**src/rtl/pe_rs.sv**
```systemverilog
`default_nettype none
// +----------------------------------------------------------------------------+
// | Module      : pe_rs                                                        |
// | Description : Row-stationary processing element. Holds one filter row of   |
// |               KERNEL_SIZE weights, slides a KERNEL_SIZE-wide window over a |
// |               streamed ifmap row, computes each output serially (one MAC   |
// |               per cycle), adds the upstream partial sum and forwards the   |
// |               result down the psum chain. All streams are valid/ready.     |
// | Options     : PE_RS_SAT_EN - when defined, the final psum saturates to the |
// |               PSUM_WIDTH signed range; otherwise it wraps (keeps low bits).|
// | Revision    : 1.0 - initial release                                        |
// +----------------------------------------------------------------------------+
module pe_rs #(
  parameter int IFM_WIDTH    = 8,
  parameter int WEIGHT_WIDTH = 8,
  parameter int PSUM_WIDTH   = 16,
  parameter int KERNEL_SIZE  = 3,
  parameter int LEN_WIDTH    = 8
) (
  input  logic                    clk,
  input  logic                    rst,
  input  logic                    cfg_start,
  input  logic [LEN_WIDTH-1:0]    cfg_ofm_len,
  input  logic                    wgt_valid,
  output logic                    wgt_ready,
  input  logic [WEIGHT_WIDTH-1:0] wgt,
  input  logic                    ifm_valid,
  output logic                    ifm_ready,
  input  logic [IFM_WIDTH-1:0]    ifm,
  input  logic                    psum_in_valid,
  output logic                    psum_in_ready,
  input  logic [PSUM_WIDTH-1:0]   psum_in,
  output logic                    psum_out_valid,
  input  logic                    psum_out_ready,
  output logic [PSUM_WIDTH-1:0]   psum_out,
  output logic                    busy,
  output logic                    done
);

  localparam int PROD_W = IFM_WIDTH + WEIGHT_WIDTH;
  localparam int ACC_W  = PROD_W + $clog2(KERNEL_SIZE);
  localparam int IDX_W  = $clog2(KERNEL_SIZE);
  localparam int NEED_W = $clog2(KERNEL_SIZE + 1);
  localparam logic [IDX_W-1:0]  LAST_IDX = IDX_W'(KERNEL_SIZE - 1);
  localparam logic [NEED_W-1:0] NEED_K   = NEED_W'(KERNEL_SIZE);
  localparam logic [NEED_W-1:0] NEED_ONE = NEED_W'(1);
`ifdef PE_RS_SAT_EN
  localparam int SUM_W = ((ACC_W > PSUM_WIDTH) ? ACC_W : PSUM_WIDTH) + 1;
  localparam logic signed [SUM_W-1:0] SAT_MAX =
    {{(SUM_W-PSUM_WIDTH+1){1'b0}}, {(PSUM_WIDTH-1){1'b1}}};
  localparam logic signed [SUM_W-1:0] SAT_MIN =
    {{(SUM_W-PSUM_WIDTH+1){1'b1}}, {(PSUM_WIDTH-1){1'b0}}};
`endif

  typedef enum logic [2:0] {
    S_IDLE   = 3'd0,
    S_LOAD_W = 3'd1,
    S_FILL   = 3'd2,
    S_MAC    = 3'd3,
    S_PSUM   = 3'd4,
    S_OUT    = 3'd5
  } state_t;

  state_t                         state_q, state_d;
  logic signed [WEIGHT_WIDTH-1:0] w_q   [KERNEL_SIZE];
  logic signed [WEIGHT_WIDTH-1:0] w_d   [KERNEL_SIZE];
  logic signed [IFM_WIDTH-1:0]    win_q [KERNEL_SIZE];
  logic signed [IFM_WIDTH-1:0]    win_d [KERNEL_SIZE];
  logic signed [ACC_W-1:0]        acc_q, acc_d;
  // idx walks the scratchpad during LOAD_W and is the MAC step t during MAC
  logic [IDX_W-1:0]               idx_q, idx_d;
  logic [NEED_W-1:0]              need_q, need_d;
  logic [LEN_WIDTH-1:0]           len_q, len_d;
  logic [LEN_WIDTH-1:0]           cnt_q, cnt_d;
  logic [PSUM_WIDTH-1:0]          psum_out_q, psum_out_d;
  logic                           done_q, done_d;

  logic signed [PROD_W-1:0]       w_ext, x_ext, prod;
  logic signed [ACC_W-1:0]        prod_ext, acc_base;
  logic [PSUM_WIDTH-1:0]          reduced;
`ifdef PE_RS_SAT_EN
  logic signed [SUM_W-1:0]        sum;
`endif

  // MAC product for the current step and the reduced final psum
  always_comb begin
    w_ext    = PROD_W'(w_q[idx_q]);
    x_ext    = PROD_W'(win_q[idx_q]);
    prod     = w_ext * x_ext;
    prod_ext = ACC_W'(prod);
    acc_base = (idx_q == '0) ? '0 : acc_q;
`ifdef PE_RS_SAT_EN
    sum = SUM_W'(acc_q) + SUM_W'($signed(psum_in));
    if (sum > SAT_MAX) begin
      reduced = {1'b0, {(PSUM_WIDTH-1){1'b1}}};
    end else if (sum < SAT_MIN) begin
      reduced = {1'b1, {(PSUM_WIDTH-1){1'b0}}};
    end else begin
      reduced = sum[PSUM_WIDTH-1:0];
    end
`else
    // Wrapping only needs the low PSUM_WIDTH bits of the full sum
    reduced = PSUM_WIDTH'(acc_q) + psum_in;
`endif
  end

  // Next-state, datapath updates and state-decoded handshake outputs
  always_comb begin
    state_d        = state_q;
    w_d            = w_q;
    win_d          = win_q;
    acc_d          = acc_q;
    idx_d          = idx_q;
    need_d         = need_q;
    len_d          = len_q;
    cnt_d          = cnt_q;
    psum_out_d     = psum_out_q;
    done_d         = 1'b0;
    wgt_ready      = 1'b0;
    ifm_ready      = 1'b0;
    psum_in_ready  = 1'b0;
    psum_out_valid = 1'b0;
    case (state_q)
      S_IDLE: begin
        if (cfg_start && (cfg_ofm_len != '0)) begin
          len_d   = cfg_ofm_len;
          cnt_d   = '0;
          idx_d   = '0;
          state_d = S_LOAD_W;
        end
      end
      S_LOAD_W: begin
        wgt_ready = 1'b1;
        if (wgt_valid) begin
          w_d[idx_q] = wgt;
          if (idx_q == LAST_IDX) begin
            idx_d   = '0;
            need_d  = NEED_K;
            state_d = S_FILL;
          end else begin
            idx_d = idx_q + 1'b1;
          end
        end
      end
      S_FILL: begin
        ifm_ready = 1'b1;
        if (ifm_valid) begin
          for (int j = 0; j < KERNEL_SIZE - 1; j++) begin
            win_d[j] = win_q[j+1];
          end
          win_d[KERNEL_SIZE-1] = ifm;
          if (need_q == NEED_ONE) begin
            idx_d   = '0;
            state_d = S_MAC;
          end else begin
            need_d = need_q - 1'b1;
          end
        end
      end
      S_MAC: begin
        acc_d = acc_base + prod_ext;
        if (idx_q == LAST_IDX) begin
          idx_d   = '0;
          state_d = S_PSUM;
        end else begin
          idx_d = idx_q + 1'b1;
        end
      end
      S_PSUM: begin
        psum_in_ready = 1'b1;
        if (psum_in_valid) begin
          psum_out_d = reduced;
          state_d    = S_OUT;
        end
      end
      S_OUT: begin
        psum_out_valid = 1'b1;
        if (psum_out_ready) begin
          cnt_d = cnt_q + 1'b1;
          if ((cnt_q + 1'b1) == len_q) begin
            done_d  = 1'b1;
            state_d = S_IDLE;
          end else begin
            need_d  = NEED_ONE;
            state_d = S_FILL;
          end
        end
      end
      default: state_d = S_IDLE;
    endcase
  end

  // State and datapath registers with synchronous reset
  always_ff @(posedge clk) begin
    if (rst) begin
      state_q    <= S_IDLE;
      acc_q      <= '0;
      idx_q      <= '0;
      need_q     <= '0;
      len_q      <= '0;
      cnt_q      <= '0;
      psum_out_q <= '0;
      done_q     <= 1'b0;
      for (int i = 0; i < KERNEL_SIZE; i++) begin
        w_q[i]   <= '0;
        win_q[i] <= '0;
      end
    end else begin
      state_q    <= state_d;
      acc_q      <= acc_d;
      idx_q      <= idx_d;
      need_q     <= need_d;
      len_q      <= len_d;
      cnt_q      <= cnt_d;
      psum_out_q <= psum_out_d;
      done_q     <= done_d;
      w_q        <= w_d;
      win_q      <= win_d;
    end
  end

  assign psum_out = psum_out_q;
  assign done     = done_q;
  assign busy     = (state_q != S_IDLE);

endmodule
`default_nettype wire
```
**config.mk**
```make
export PLATFORM = sky130hd
export DESIGN_NAME = pe_rs
export DESIGN_NICKNAME = d
export VERILOG_FILES = /design/src/rtl/pe_rs.sv
export SDC_FILE = /design/constraint.sdc
export NUM_CORES = 1
export LEC_CHECK = 0
export CAP_MARGIN = 20
export CORE_MARGIN = 3
export CORE_UTILIZATION = 60
export CTS_CLUSTER_SIZE = 40
export DETAILED_ROUTE_END_ITERATION = 8
export PLACE_DENSITY_LB_ADDON = 0.05
export SYNTH_ARGS = -nofsm -noshare
export SYNTH_HDL_FRONTEND = slang
export SYNTH_SLANG_ARGS = --single-unit
```
**constraint.sdc**
```tcl
create_clock -name clk -period 7.88 [get_ports clk]
set_input_delay 1.576 -clock clk [delete_from_list [all_inputs] [get_ports clk]]
set_output_delay 1.576 -clock clk [all_outputs]
set_load 0.005 [all_outputs]
```
==> results.py <==
metrics = {
    "final_layout": {
        "layout-drive-gt1-share_pct": 3.43,
        "final_core_util_pct": 70.0,
        "nets": 1190,
        "num_antenna_cells": 0,
        "final_common_cell": "nand2_1",
        "final_cell_mix": "nand2_1 (134), dfxtp_1 (104), a21oi_1 (96), nor2_1 (91), inv_1 (81)",
        "synthToLayoutAreaGrowth_pct": 13.3,
    },
    "cts": {
        "cts_buffers": 9,
        "cts_num_sinks": 104,
        "cts_root_buffer": "clkbuf_16",
        "ctsHoldBuffers": 0,
        "post_cts_resized": 0,
        "htreeDepth": 3,
        "cts.clk_slew.worst_paths_ps": 80,
        "clk-insertion-delay-late_ps": 350,
        "cts_tree": "yes",
        "cts_setup_buffers": 0,
        "clk_path_buf_depth": 2,
    },
    "outcome": {
        "status": "finished, final reports clean",
    },
    "logic_synthesis": {
        "synth_area_per_cell_um2": 8.45,
        "synth_area_mm2": 0.00821,
        "synthTopCellsByArea": "dfxtp_1 (25%), fa_1 (18%), ha_1 (8.2%)",
        "yosysWarnings": 0,
        "yosysTopAreaCellShare_pct": 25.4,
        "ys_ff_latch": 104,
        "syn_nets": 1145,
        "synth_enable_flop_cells": 0,
        "yosys.area.top_type": "dfxtp_1",
        "netlist_instances": 972,
        "synth-main-ff-cell": "dfxtp_1",
        "yosysSeqAreaShare_pct": 25.4,
        "synth-async-reset-ratio_pct": 0,
        "synth.distinct_cells": 71,
    },
    "worst_setup_path": {
        "worst_setup_path_start_kind": "flop",
        "rr_endpoint": "acc_q[15]$_SDFFE_PP0P_",
        "r2r-start": "idx_q[1]$_SDFFE_PP0P_",
        "cp_data_arrival_time_ps": 6540,
        "cp.depth": 20,
        "reg2reg_slack_ps": 1550,
        "crit_buf_inv": 4,
        "r2r_cells": 20,
        "critPathTopFamily": "adder cells",
        "crit_top_cell": "fa_1",
        "cp.required_ps": 8090,
        "crit_type": "flop to flop",
        "worst_path_max_delay_cell": "dfxtp_1",
        "path_cells": "nor2b_1 > buf_4 > nand2_1 > o21ai_1 > nand2_1 > fa_1 > inv_1 > fa_1 > inv_1 > fa_1 > inv_1 > fa_1 > ha_1 > ha_1 > o21ai_0 > o21ai_0 > a311oi_1 > a21oi_1 > xnor2_1 > a21oi_1",
        "end_kind": "flop",
        "slowest_delay_ps": 790,
        "crit_fanout": 26,
    },
    "routing": {
        "via_per_inst": 5.59,
        "vias": 6691,
        "avgRoutedWirePerCell_um": 15.2,
        "drc": 0,
        "first_pass_iters": 5,
        "wl_um": 18200,
        "ant_nets": 0,
        "first_iter_violations": 481,
    },
    "sta": {
        "setup_viol": 0,
        "rsz0062_at_grt": "false",
        "slew_headroom_pct": 28.5,
        "final-hold-violation-count": 0,
        "fmax_ghz": 0.158,
        "fin_skew_ps": 11.2,
        "tightest_slew_ps": 1070,
        "finalCriticalPeriod_ps": 6330,
        "post-route-period-util_pct": 80.4,
        "final_max_slew_viol_count": 0,
        "fin_setup_tns_ps": 0,
    },
    "power": {
        "peakVddDrop_v": 0.000164,
        "p_sw_share_pct": 28.7,
        "power_density_mw_per_mm2": 141,
        "pwr-share-clk_pct": 36.6,
        "power_leakage_uw": 0.00397,
        "comb_power_share_pct": 19.2,
        "seqPwrFrac_pct": 44.2,
        "p_switching_uw": 378,
        "p_int_uw": 936,
    },
    "place": {
        "portBuffers": 68,
        "hpwl_um": 13600,
        "place.gp.congestion": 0.869,
    },
    "worst_hold_path": {
        "min_to": "psum_out[8]$_SDFFE_PP0P_",
        "whs_path_depth": 2,
        "holdCritPathClass": "flop to flop",
        "hold_path_startpoint": "psum_out[8]$_SDFFE_PP0P_",
    },
    "global_routing": {
        "grt_max_degree": 103,
        "grt_pass1_vias": 6269,
        "antenna_found_initial": 0,
        "track_usage_pct": 24.8,
        "overflow": 0,
        "grt_pass1_wl_um": 30200,
    },
    "floorplan": {
        "die-width_um": 123,
        "start_util_pct": 61.8,
        "ios": 69,
        "rows": 42,
        "die_h_um": 123,
        "die_area_mm2": 0.0151,
        "design.core.area_mm2": 0.0133,
    },
    "run": {
        "maxCapViolations": 0,
    },
}
## area by class of cell
| class | count | area, µm² |
|---|---|---|
| clock buffer | 10 | 229 |
| clock inverter | 5 | 81.3 |
| fill | 1108 | 3990 |
| inverter | 81 | 304 |
| multi-input combinational | 746 | 5660 |
| sequential | 104 | 2080 |
| tap | 176 | 220 |
| timing repair buffer | 75 | 731 |
## tightest hold or removal path, cell delays in order (launching register included)
cell	delay, ps
dfxtp_1	310
nand2_1	50
a21oi_1	50
## synthesized netlist by cell type, drive strengths merged (15+ instances only)
cell type	n
nor2	91
nor3	15
nand2	135
dfxtp	104
nand2b	19
mux2i	37
inv	81
xnor2	23
nand3	33
clkbuf	30
a21oi	98
ha	54
fa	72
o21ai	28
## routing by layer
metal / up-vias / GRT usage (%) / wire length, µm
met4: 0 / 6.64 / 341
met1: 3174 / 36.0 / 8840
met2: 150 / 38.5 / 8300
li1: 3344 / - / -
met5: - / 0 / 0
met3: 23 / 4.35 / 700
## metrics by stage
| stage | hold WS, ps | std cells | power [µW] | instance area (µm²) | setup WS, ps |
|---|---|---|---|---|---|
| 3_3_place_gp | 443 | 1182 | 841 | 8990 | 1720 |
| 4_1_cts | 459 | 1197 | 1330 | 9300 | 1560 |
| 6_report | 456 | 1197 | 1310 | 9300 | 1550 |
| 3_5_place_dp | 447 | 1182 | 843 | 8990 | 1620 |
| 5_1_grt | 467 | 1197 | 1370 | 9300 | 1120 |
| 2_1_floorplan | 436 | 972 | 759 | 8210 | 2060 |
## sequential cells by signal (all words and copies together), names as in the netlist, 3 cells and up
register  count
psum_out     16
w_q          24
acc_q        16
win_q        24
len_q         8
state_q       3
cnt_q         8
## worst max path at each step
stage	start	end	slack [ps]
5_1_grt	idx_q[1]$_SDFFE_PP0P_	acc_q[15]$_SDFFE_PP0P_	1120
3_3_place_gp	idx_q[1]$_SDFFE_PP0P_	acc_q[15]$_SDFFE_PP0P_	1720
2_1_floorplan	idx_q[1]$_SDFFE_PP0P_	acc_q[15]$_SDFFE_PP0P_	2060
3_5_place_dp	idx_q[1]$_SDFFE_PP0P_	acc_q[15]$_SDFFE_PP0P_	1620
6_report	idx_q[1]$_SDFFE_PP0P_	acc_q[15]$_SDFFE_PP0P_	1550
4_1_cts	idx_q[1]$_SDFFE_PP0P_	acc_q[15]$_SDFFE_PP0P_	1560
## power groups by stage
stage | combinational [µW] | sequential [µW] | clock, µW
3_5_place_dp | 251 | 591 | 0
4_1_cts | 254 | 580 | 492
2_1_floorplan | 184 | 575 | 0
5_1_grt | 279 | 584 | 510
6_report | 253 | 581 | 480
3_3_place_gp | 249 | 591 | 0
## kinds of logic after synthesis
kind of cell	synth area share, %
buffers and inverters	5.83
AND/OR/NAND/NOR	20.7
flip-flops	25.4
multiplexers	4.65
adder cells (fa/ha/maj)	25.8
AO/OA/AOI/OAI	13.6
XOR/XNOR	4.07
(Power assumes the default switching activity.)
